## src/rtl/bilinear_pkg.sv

```systemverilog
// Shared types and constants for the bilinear scaler frame controller.
// Watchdog logic in the top is built only with BILINEAR_VSYNC_WDOG_EN.
package bilinear_pkg;

   typedef enum logic [1:0] {
      StWaitCfg = 2'd0,
      StSync    = 2'd1,
      StRun     = 2'd2,
      StLost    = 2'd3
   } bl_state_e;

   localparam int unsigned DimWidth = 12;
   localparam int unsigned WdWidth  = 24;

   localparam logic [DimWidth-1:0] DefWidth  = 12'd2560;
   localparam logic [DimWidth-1:0] DefHeight = 12'd1440;
   localparam logic [DimWidth-1:0] MinWidth  = 12'd64;
   localparam logic [DimWidth-1:0] MaxWidth  = 12'd2560;
   localparam logic [DimWidth-1:0] MinHeight = 12'd48;
   localparam logic [DimWidth-1:0] MaxHeight = 12'd1440;

   localparam logic [WdWidth-1:0] DefWdCycles = 24'd4_000_000;

endpackage

```

## src/rtl/res_clamp.sv

```systemverilog
// Combinational clamp of one destination dimension into [Min, Max].
// changed_o flags that the output differs from the request.
module res_clamp
   import bilinear_pkg::*;
#(
   parameter logic [DimWidth-1:0] Min = 12'd1,
   parameter logic [DimWidth-1:0] Max = 12'd4095
) (
   input  logic [DimWidth-1:0] val_i,
   output logic [DimWidth-1:0] val_o,
   output logic                changed_o
);

   always_comb begin
      val_o     = val_i;
      changed_o = 1'b0;
      if (val_i < Min) begin
         val_o     = Min;
         changed_o = 1'b1;
      end else if (val_i > Max) begin
         val_o     = Max;
         changed_o = 1'b1;
      end
   end

endmodule

```

## src/rtl/bilinear_scale_ctrl.sv

```systemverilog
// Frame-synchronous resolution controller and enable gate for the bilinear scaler.
// Define BILINEAR_VSYNC_WDOG_EN to build the vsync watchdog and LOST state.
module bilinear_scale_ctrl
   import bilinear_pkg::*;
#(
   parameter logic [DimWidth-1:0] DEF_W     = DefWidth,
   parameter logic [DimWidth-1:0] DEF_H     = DefHeight,
   parameter logic [DimWidth-1:0] MIN_W     = MinWidth,
   parameter logic [DimWidth-1:0] MAX_W     = MaxWidth,
   parameter logic [DimWidth-1:0] MIN_H     = MinHeight,
   parameter logic [DimWidth-1:0] MAX_H     = MaxHeight,
   parameter logic [WdWidth-1:0]  WD_CYCLES = DefWdCycles
) (
   input  logic                biliner_clk_in,
   input  logic                sys_rst_n,
   input  logic                ADV7611_config_done,
   input  logic                vsync_i,
   input  logic                cfg_valid,
   input  logic [DimWidth-1:0] cfg_width,
   input  logic [DimWidth-1:0] cfg_height,
   output logic                cfg_ready,
   output logic [DimWidth-1:0] c_dst_img_width,
   output logic [DimWidth-1:0] c_dst_img_height,
   output logic                scaler_en,
   output logic                apply_pulse,
   output logic                cfg_clamped,
   output logic [15:0]         frame_cnt,
   output logic                lost
);

   bl_state_e           state_q, state_d;
   logic                vs_q;
   logic                vs_rise;
   logic                pend_q;
   logic [DimWidth-1:0] pend_w_q, pend_h_q;
   logic [DimWidth-1:0] cl_w, cl_h;
   logic                chg_w, chg_h;
   logic                accept;
   logic                apply;
   logic                wd_expire;

   res_clamp #(
      .Min (MIN_W),
      .Max (MAX_W)
   ) u_clamp_w (
      .val_i     (cfg_width),
      .val_o     (cl_w),
      .changed_o (chg_w)
   );

   res_clamp #(
      .Min (MIN_H),
      .Max (MAX_H)
   ) u_clamp_h (
      .val_i     (cfg_height),
      .val_o     (cl_h),
      .changed_o (chg_h)
   );

   assign vs_rise   = vsync_i & ~vs_q;
   assign cfg_ready = ~pend_q;
   assign accept    = cfg_valid & ~pend_q;
   // Apply uses the pre-edge slot, so a same-cycle acceptance waits a frame.
   assign apply     = vs_rise & pend_q & (state_q != StWaitCfg);

`ifdef BILINEAR_VSYNC_WDOG_EN
   logic [WdWidth-1:0] wd_q, wd_d;
   logic               lost_q;

   always_comb begin
      wd_d = wd_q;
      if (vs_rise) begin
         wd_d = '0;
      end else if (state_q == StRun) begin
         wd_d = wd_q + 1'b1;
      end
   end

   assign wd_expire = (state_q == StRun) & ~vs_rise & (wd_d >= WD_CYCLES);
   assign lost      = lost_q;

   always_ff @(posedge biliner_clk_in or negedge sys_rst_n) begin
      if (!sys_rst_n) begin
         wd_q   <= '0;
         lost_q <= 1'b0;
      end else begin
         wd_q   <= wd_d;
         lost_q <= (state_d == StLost);
      end
   end
`else
   logic unused_wd_cycles;

   assign unused_wd_cycles = ^WD_CYCLES;
   assign wd_expire        = 1'b0;
   assign lost             = 1'b0;
`endif

   always_comb begin
      state_d = state_q;
      unique case (state_q)
         StWaitCfg: state_d = StSync;
         StSync:    if (vs_rise) state_d = StRun;
         StRun:     if (wd_expire) state_d = StLost;
         StLost:    if (vs_rise) state_d = StRun;
         default:   state_d = StWaitCfg;
      endcase
      if (!ADV7611_config_done) begin
         state_d = StWaitCfg;
      end
   end

   always_ff @(posedge biliner_clk_in or negedge sys_rst_n) begin
      if (!sys_rst_n) begin
         state_q          <= StWaitCfg;
         vs_q             <= 1'b0;
         pend_q           <= 1'b0;
         pend_w_q         <= '0;
         pend_h_q         <= '0;
         c_dst_img_width  <= DEF_W;
         c_dst_img_height <= DEF_H;
         scaler_en        <= 1'b0;
         apply_pulse      <= 1'b0;
         cfg_clamped      <= 1'b0;
         frame_cnt        <= '0;
      end else begin
         state_q     <= state_d;
         vs_q        <= vsync_i;
         scaler_en   <= (state_d == StRun);
         apply_pulse <= apply;
         cfg_clamped <= accept & (chg_w | chg_h);
         if (accept) begin
            pend_q   <= 1'b1;
            pend_w_q <= cl_w;
            pend_h_q <= cl_h;
         end else if (apply) begin
            pend_q <= 1'b0;
         end
         if (apply) begin
            c_dst_img_width  <= pend_w_q;
            c_dst_img_height <= pend_h_q;
         end
         if (vs_rise && (state_q == StRun)) begin
            frame_cnt <= frame_cnt + 16'd1;
         end
      end
   end

endmodule

```

## config.mk

```make
export PLATFORM = sky130hd
export DESIGN_NAME = bilinear_scale_ctrl
export DESIGN_NICKNAME = d
export VERILOG_FILES = /design/src/rtl/bilinear_pkg.sv /design/src/rtl/res_clamp.sv /design/src/rtl/bilinear_scale_ctrl.sv
export SDC_FILE = /design/constraint.sdc
export NUM_CORES = 1
export LEC_CHECK = 0
export CORE_ASPECT_RATIO = 1.5
export CORE_MARGIN = 10
export CORE_UTILIZATION = 52
export DETAILED_ROUTE_END_ITERATION = 16
export PLACE_DENSITY = 0.84
export SKIP_CTS_REPAIR_TIMING = 1
export SLEW_MARGIN = 10
export SYNTH_ARGS = -nofsm -noshare
export SYNTH_HDL_FRONTEND = slang
export SYNTH_SLANG_ARGS = --single-unit
```

## constraint.sdc

```tcl
create_clock -name biliner_clk_in -period 2.5 [get_ports biliner_clk_in]
set_input_delay 0.375 -clock biliner_clk_in [delete_from_list [all_inputs] [get_ports biliner_clk_in]]
set_output_delay 0.375 -clock biliner_clk_in [all_outputs]
set_load 0.1 [all_outputs]
```

Word-level counts from Yosys, hierarchy flattened:

Cells that the tools add are included.

* bits in registers: 71
* bits of input ports: 29
* output and inout bits: 45
* logic and storage cells: 46

* add/sub/neg operators: 1
* magnitude comparators: 4
* eq/ne operators: 4
* multiplexer cells: 13
* bitwise gates (word level): 8
* reduce and logical (&&, ||, !) cells: 5

Operators by type and width (count)
* $mux 12: 4
* $add 16x1->16 const B: 1
* $gt 12x11->1 const B: 1
* $gt 12x12->1 const B: 1
* $lt 12x6->1 const B: 1
* $lt 12x7->1 const B: 1
* $eq 2x2->1 const B: 3
* $mux 1: 6
* $pmux 2 s3: 1
* $and 1x1->1: 5
* $mux 2: 2
* $reduce_bool 2->1: 2
* $eq 2x1->1 const B: 1
* $logic_not 2->1: 1
* $not 1->1: 2
* $reduce_or 2->1: 1
* $logic_and 1x1->1: 1
* $or 1x1->1: 1

Longest topological paths before layout:

Gate-level depths: netlist (run 1).

* word-level depth: 6
* gate-level depth with buffers: 5
* mapped depth without buffers: 5

Modules after synthesis:

A second synthesis (run 1) with hierarchy kept.

* cells, all modules: 235
* area, all modules: 3124.2 µm²

Modules (own cells, without submodules)
* bilinear_scale_ctrl: times used 1, cells an instance 185, area each 2808.9 µm², seq. area each 1784.2 µm²
* res_clamp (u_clamp_h): times used 1, cells an instance 26, area each 163.9 µm², seq. area each 0.0 µm²
* res_clamp (u_clamp_w): times used 1, cells an instance 24, area each 151.4 µm², seq. area each 0.0 µm²

Worst setup path after synthesis (run 1):

No wires, ideal clock.

* path type: register -> register
* start: register frame_cnt[2]
* end: register frame_cnt[13]
* setup time: 158 ps
* arrival: 2069 ps
* required time: 2342 ps
* setup slack: 273 ps
* stages on the path, launching flop included: 5
* buffers on the path: 0
* clock period less this slack: 2227 ps
* cell sequence: dfrtp_1 -> nand3_1 -> nor4_1 -> nand4_1 -> xnor2_1

* cells in the longest elaborated chain, start to end: 1

Ends and longest elaborated chain
* start, declared: RTL line bilinear_scale_ctrl.sv:27 `output logic [15:0] frame_cnt,`
* start signal, assigned: RTL line bilinear_scale_ctrl.sv:144 `frame_cnt <= frame_cnt + 16'd1;`
* $add 16x1->16: RTL line bilinear_scale_ctrl.sv:144

Every way passes these cells.
A chain may end at the register's enable or synchronous reset.

Worst setup path after layout (run 1):

* start: input cfg_height[0]
* end: register pend_h_q[1]

* cells in the longest elaborated chain, start to end: 3
* elaborated cells between the ends (all ways): 4
* classes of those cells: order compare (2); mux (2)

Ends and longest elaborated chain
* start, declared: RTL line bilinear_scale_ctrl.sv:20 `input logic [DimWidth-1:0] cfg_height,`
* $gt 12x11->1: RTL line res_clamp.sv:20 `end else if (val_i > Max) begin`
* $mux 12: RTL line res_clamp.sv:20
* $mux 12 *: RTL line res_clamp.sv:17 `if (val_i < Min) begin`
* end signal, assigned: RTL line bilinear_scale_ctrl.sv:135 `pend_h_q <= cl_h;`
* end, declared: RTL line bilinear_scale_ctrl.sv:35 `logic [DimWidth-1:0] pend_w_q, pend_h_q;`

Every way passes the cells marked *; elsewhere a longest branch is shown, timed or not.

==> run_results.csv, run 1 <==
group,metric,value,unit
status,outcome,"complete, no violations",
finish,area_growth,32.2,%
route,drc,0,
place,io_buffers,72,
yosys,syn-num-nets,264,
yosys,synthCells,234,
cts,cts_tree,"yes",
route,ant_nets,0,
power_and_ir_drop,total_leakage_power,0.00184,uW
sta,fin_worst_skew,10.4,ps
cts,insertion_delay,340,ps
sta,drv_slew,0,
power_and_ir_drop,ir_drop,0.735,mV
finish,final_cell_mix,"dfrtp_1 (65), buf_4 (50), clkdlybuf4s50_1 (27), nand2_1 (24), mux2_2 (24)",
worst_setup_path,critical_path_required,2770,ps
worst_setup_path,r2r-start,"pend_q$_DFFE_PN0P_",
cts,clockRootBuffer,"clkbuf_8",
cts,clock-sinks,71,
grt,grt_overflow,0,
run,maxCapViolations,0,
sta,fin_crit,1980,ps
finish,layout-drive-gt1-share,32.3,%
die,die-area,9080,um2
die,ios,74,
finish,multi_input_area,1090,um2
finish,ff_latch_area,1780,um2
finish,layout.nets,347,
sta,tns,0,ps
sta,setup_ws,525,ps
cts,cts_buffer_depth,2,
grt,antenna_found_initial,0,
cts,numCtsBuffers,9,
route,wl_per_cell,17.2,um
cts,clk_pin_slew,70,ps
grt,grt_pass1_vias,2344,
sta,maxSlewHeadroom,60.6,%
grt,track_usage,15.9,%
finish,final_area,3860,um2
finish,nFillCells,422,
route,vias,2143,
sta,hold_violations,0,
yosys,async_reset_ff_share,100,%
yosys,synth_warnings,0,
die,coreArea,5450,um2
place,gp_congestion,0.787,
worst_setup_path,end_kind,"register",
sta,setup_viol,0,
power_and_ir_drop,power.density,1130,nW/um2
worst_setup_path,path_max_fanout,9,
die,initial_core_util,53.6,%
route,firstDrtPassIters,4,
die,die_w,81.2,um
grt,grt_max_degree,72,
yosys,ys_seq_area_share,61.1,%
place,pre_cts_ws,238,ps
cts,htreeDepth,3,
yosys,yosysUniqueCellTypes,41,
finish,layout_commonest_cell,"dfrtp_1",
worst_setup_path,arrival,2250,ps
yosys,ys.flop_type,"dfrtp_1",
worst_setup_path,crit_path_start_kind,"input port",
place,dpl_cell_area,3650,um2
worst_setup_path,startpoint,"cfg_height[0]",
yosys,syn_area,2920,um2
grt,grt_pass1_wl,11500,um
route,post_drt_via_cell_ratio,5.47,
power_and_ir_drop,fin_total_pwr,4350,uW
finish,diodes,0,
hold_path,hold_class,"in -> async",
sta,rsz0062_at_grt,"no",
place,dp_hpwl,4980,um
sta,period_share,79.0,%
sta,fmax,0.506,GHz
yosys,ys_ff_latch,71,
route,wl,6750,um
worst_setup_path,crit_type,"in -> reg",
route,drt-initial-drc-count,98,
sta,worstMarginPinSlew,589,ps
yosys,synth_edf_count,0,
die,rows,33,
die,die_y,112,um
yosys,synth_area_per_cell,12.5,um2
==> cells by family (layout without fill, tap and decap cells) <==
kind of cell | after synthesis | count (layout) | synth area share (%)
fa+ha+maj | 1 | 1 | 0.428
simple gates | 74 | 74 | 13.5
other cells | 1 | 1 | 0.128
mux | 24 | 24 | 9.25
xor+xnor | 15 | 15 | 4.50
compound gates | 36 | 36 | 9.34
flops | 71 | 71 | 61.1
buf+inv | 12 | 100 | 1.76
==> layer usage <==
layer  part of all wire (%)  global-route usage [%]  up-vias
met1                     38                    16.5     1055
met4                    2.8                    7.76        0
met2                     53                    27.6       67
li1                       -                       -     1004
met5                      0                       0        -
met3                    6.2                    5.31       17
==> state kept, by name, summed over array words and instances, names as in the netlist <==
name / cells
c_dst_img_width: 12
frame_cnt: 16
scaler_en: 1
pend_h_q: 12
pend_w_q: 12
cfg_clamped: 1
state_q: 2
pend_q: 1
c_dst_img_height: 12
apply_pulse: 1
vs_q: 1
==> metrics by stage <==
| step | hold slack, ps | instances | util [%] |
|---|---|---|---|
| 6_report | 46.4 | 392 | 70.9 |
| 4_1_cts | 52.6 | 392 | 70.9 |
| 3_5_place_dp | 425 | 376 | 67.0 |
| 3_3_place_gp | 426 | 376 | 67.0 |
| 2_1_floorplan | 79.4 | 234 | - |
| 5_1_grt | 52.1 | 392 | 70.9 |
==> critical path, stage by stage <==
cell,delay (ps)
clkdlybuf4s50_1,450
or4_4,560
o41ai_4,580
a32o_1,280
==> area by class of cell <==
| class | count | share of cell area (%) |
|---|---|---|
| tap | 70 | 2.27 |
| timing repair buffer | 79 | 17.4 |
| inverter | 5 | 0.486 |
| clock inverter | 4 | 1.39 |
| clock buffer | 12 | 4.02 |
| sequential | 71 | 46.2 |
| multi-input combinational | 151 | 28.3 |
==> cell usage after synthesis, types with 2 or more instances <==
cell,count,area (um2)
a21oi_1,6,30.0
a22o_1,6,52.6
a31o_2,2,17.5
a31oi_1,3,18.8
a32o_1,4,40.0
and2_1,2,12.5
and3_1,4,25.0
and4_1,2,17.5
buf_1,2,7.51
buf_2,2,10.0
clkbuf_1,2,7.51
dfrtp_1,65,1630
dfstp_2,6,158
inv_1,5,18.8
mux2_2,24,270
nand2_1,24,90.1
nand2b_1,2,12.5
nand3_1,5,25.0
nand4_1,6,37.5
nor2_1,13,48.8
nor2b_1,3,18.8
nor3_1,4,20.0
nor4_1,2,12.5
o21a_1,2,15.0
o21ai_0,9,45.0
xnor2_1,11,96.3
xor2_1,4,35.0
==> where the power goes <==
part	switching, uW	internal (uW)	leakage, uW
logic	1420	430	0.000832
clock network	413	517	0.0000988
registers	145	1430	0.000911
==> final timing paths <==
path,endpoint,slack (ps),cells after the start
max reg2reg,pend_h_q[4]$_DFFE_PN0P_,700,4
max in group asynchronous,c_dst_img_height[8]$_DFFE_PN1P_,2120,2
max,pend_h_q[1]$_DFFE_PN0P_,520,4
min in group biliner_clk_in,pend_h_q[7]$_DFFE_PN0P_,460,2
min reg2reg,pend_h_q[7]$_DFFE_PN0P_,460,2
min,c_dst_img_width[5]$_DFFE_PN0P_,50,2
Note: power is estimated with default switching activity, not from simulation.
==> run 2: changes to the inputs <==
CORE_UTILIZATION = 48   (was 52)
PLACE_DENSITY = 0.78   (was 0.84)
clock period = 1.9 ns   (was 2.5 ns; I/O delays follow)
==> run 2 against run 1 <==
  * Largest power group unchanged
  * Die area rose by 6.5%
  * Total power rose by 39%
  * Non-clock buffer count rose by 19
  * Clock skew fell by 1.7 ps
  * Worst setup slack got worse by 300 ps
  * Sequential cell count did not move
  * Highest routed layer unchanged
==> run_results.csv, run 2 (same netlist as run 1, synthesis figures left out) <==
group,metric,value,unit
sta,timing.hold.ws,469,ps
route,wl_per_cell,16.3,um
hold_path,hold_class,"in -> async",
status,outcome,"complete, no violations",
route,drc,0,
grt,grt_pass1_wl,11500,um
grt,grt_overflow,0,
sta,tns,0,ps
worst_setup_path,r2r_slack,380,ps
cts,cts_tree,"yes",
cts,insertion_delay,340,ps
sta,period_share,88.1,%
sta,drv_slew,0,
die,die_w,83.7,um
sta,rsz0062_at_grt,"no",
place,dpl_cell_area,3900,um2
route,vias,2185,
finish,area_growth,41.5,%
worst_setup_path,crit_path_start_kind,"input port",
finish,diodes,0,
cts,clk_pin_slew,80,ps
sta,fin_worst_skew,8.73,ps
grt,grt_pass1_vias,2397,
sta,setup_ws,226,ps
place,gp_congestion,0.806,
place,pre_cts_ws,-131,ps
die,ios,74,
sta,fin_crit,1670,ps
worst_setup_path,crit_type,"in -> reg",
die,die_y,116,um
finish,nFillCells,433,
finish,final_area,4130,um2
power_and_ir_drop,total_leakage_power,0.00196,uW
sta,worstMarginPinSlew,583,ps
worst_setup_path,rr_endpoint,"pend_h_q[4]$_DFFE_PN0P_",
die,initial_core_util,49.8,%
route,firstDrtPassIters,4,
route,wl,6750,um
finish,layout-drive-gt1-share,38.4,%
die,coreArea,5870,um2
die,die-area,9670,um2
place,dp_hpwl,5270,um
route,ant_nets,0,
sta,setup_viol,0,
finish,layout_commonest_cell,"buf_4",
cts,numCtsBuffers,9,
sta,maxSlewHeadroom,61.1,%
sta,fmax,0.598,GHz
route,post_drt_via_cell_ratio,5.29,
finish,final_cell_mix,"buf_4 (60), dfrtp_1 (57), clkdlybuf4s50_1 (27), nand2_1 (24), mux2_2 (24)",
power_and_ir_drop,fin_total_pwr,6050,uW
finish,regMostFlops,"frame_cnt",
worst_setup_path,end_kind,"register",
grt,track_usage,14.6,%
sta,hold_violations,0,
power_and_ir_drop,ir_drop,1.11,mV
grt,antenna_found_initial,0,
die,rows,34,
power_and_ir_drop,power.density,1460,nW/um2
cts,cts_buffer_depth,2,
worst_setup_path,path_max_fanout,5,
worst_setup_path,arrival,1950,ps
finish,largest_reg_flops,16,
worst_setup_path,reg2reg_depth,4,
run,maxCapViolations,0,
cts,clock-sinks,71,
route,drt-initial-drc-count,137,
cts,htreeDepth,3,
finish,layout.nets,366,
worst_setup_path,r2r-start,"pend_q$_DFFE_PN0P_",
place,io_buffers,72,
worst_setup_path,critical_path_required,2180,ps
grt,grt_max_degree,27,
cts,clockRootBuffer,"clkbuf_8",
## run 2: cell types whose count changed in the layout (fill, tap and decap cells not counted), sizes merged
cell         change
buf             +18
clkbuf           -3
clkinv           +2
bufinv           +1
dlygate4sd3      +1
## run 2: how the worst max path moves through the flow
| stage | slack, ps | endpoint | start | depth (start not counted) |
|---|---|---|---|---|
| floorplan | 10 | frame_cnt[13]$_DFFE_PN0P_ | frame_cnt[2]$_DFFE_PN0P_ | 4 |
| global placement | -70 | pend_h_q[0]$_DFFE_PN0P_ | cfg_height[0] | 5 |
| detailed placement | -130 | pend_h_q[2]$_DFFE_PN0P_ | cfg_height[0] | 5 |
| CTS | 230 | pend_h_q[2]$_DFFE_PN0P_ | cfg_height[0] | 5 |
| global route | 210 | pend_h_q[1]$_DFFE_PN0P_ | cfg_height[0] | 5 |
| finish | 230 | pend_h_q[2]$_DFFE_PN0P_ | cfg_height[0] | 5 |
## run 2: layout make-up
type	count	area [um2]	share of cell area, %
Clock buffer	9	124	3.00
Clock inverter	7	97.6	2.36
Multi-Input combinational cell	151	1090	26.4
Sequential cell	71	1790	43.4
Inverter	5	18.8	0.454
Tap cell	72	90.1	2.18
Timing Repair Buffer	98	916	22.2
## run 2: power breakdown
| group | switching [uW] | internal, uW | leakage [uW] | total (uW) |
|---|---|---|---|---|
| clock | 575 | 740 | 0.000105 | 1320 |
| combinational | 1870 | 750 | 0.000958 | 2620 |
| sequential | 227 | 1890 | 0.000899 | 2110 |
| total | 2670 | 3380 | 0.00196 | 6050 |
## run 2: worst max-delay path, cell delays in order
cell             delay (ps)
clkdlybuf4s50_1         430
or4_4                   550
o41ai_4                 330
buf_4                   190
a32o_1                  160
## run 2: routing by layer
metal | wire length, um | GRT usage (%)
met1 | 2720 | 15.5
met4 | 131 | 6.16
met2 | 3450 | 25.4
met3 | 438 | 5.48
met5 | 0 | 0
## run 2: per-stage QoR
| stage | util, % | std cells |
|---|---|---|
| floorplan | - | 234 |
| global placement | 66.5 | 396 |
| detailed placement | 66.5 | 396 |
| CTS | 70.2 | 412 |
| global route | 70.4 | 413 |
| finish | 70.4 | 413 |
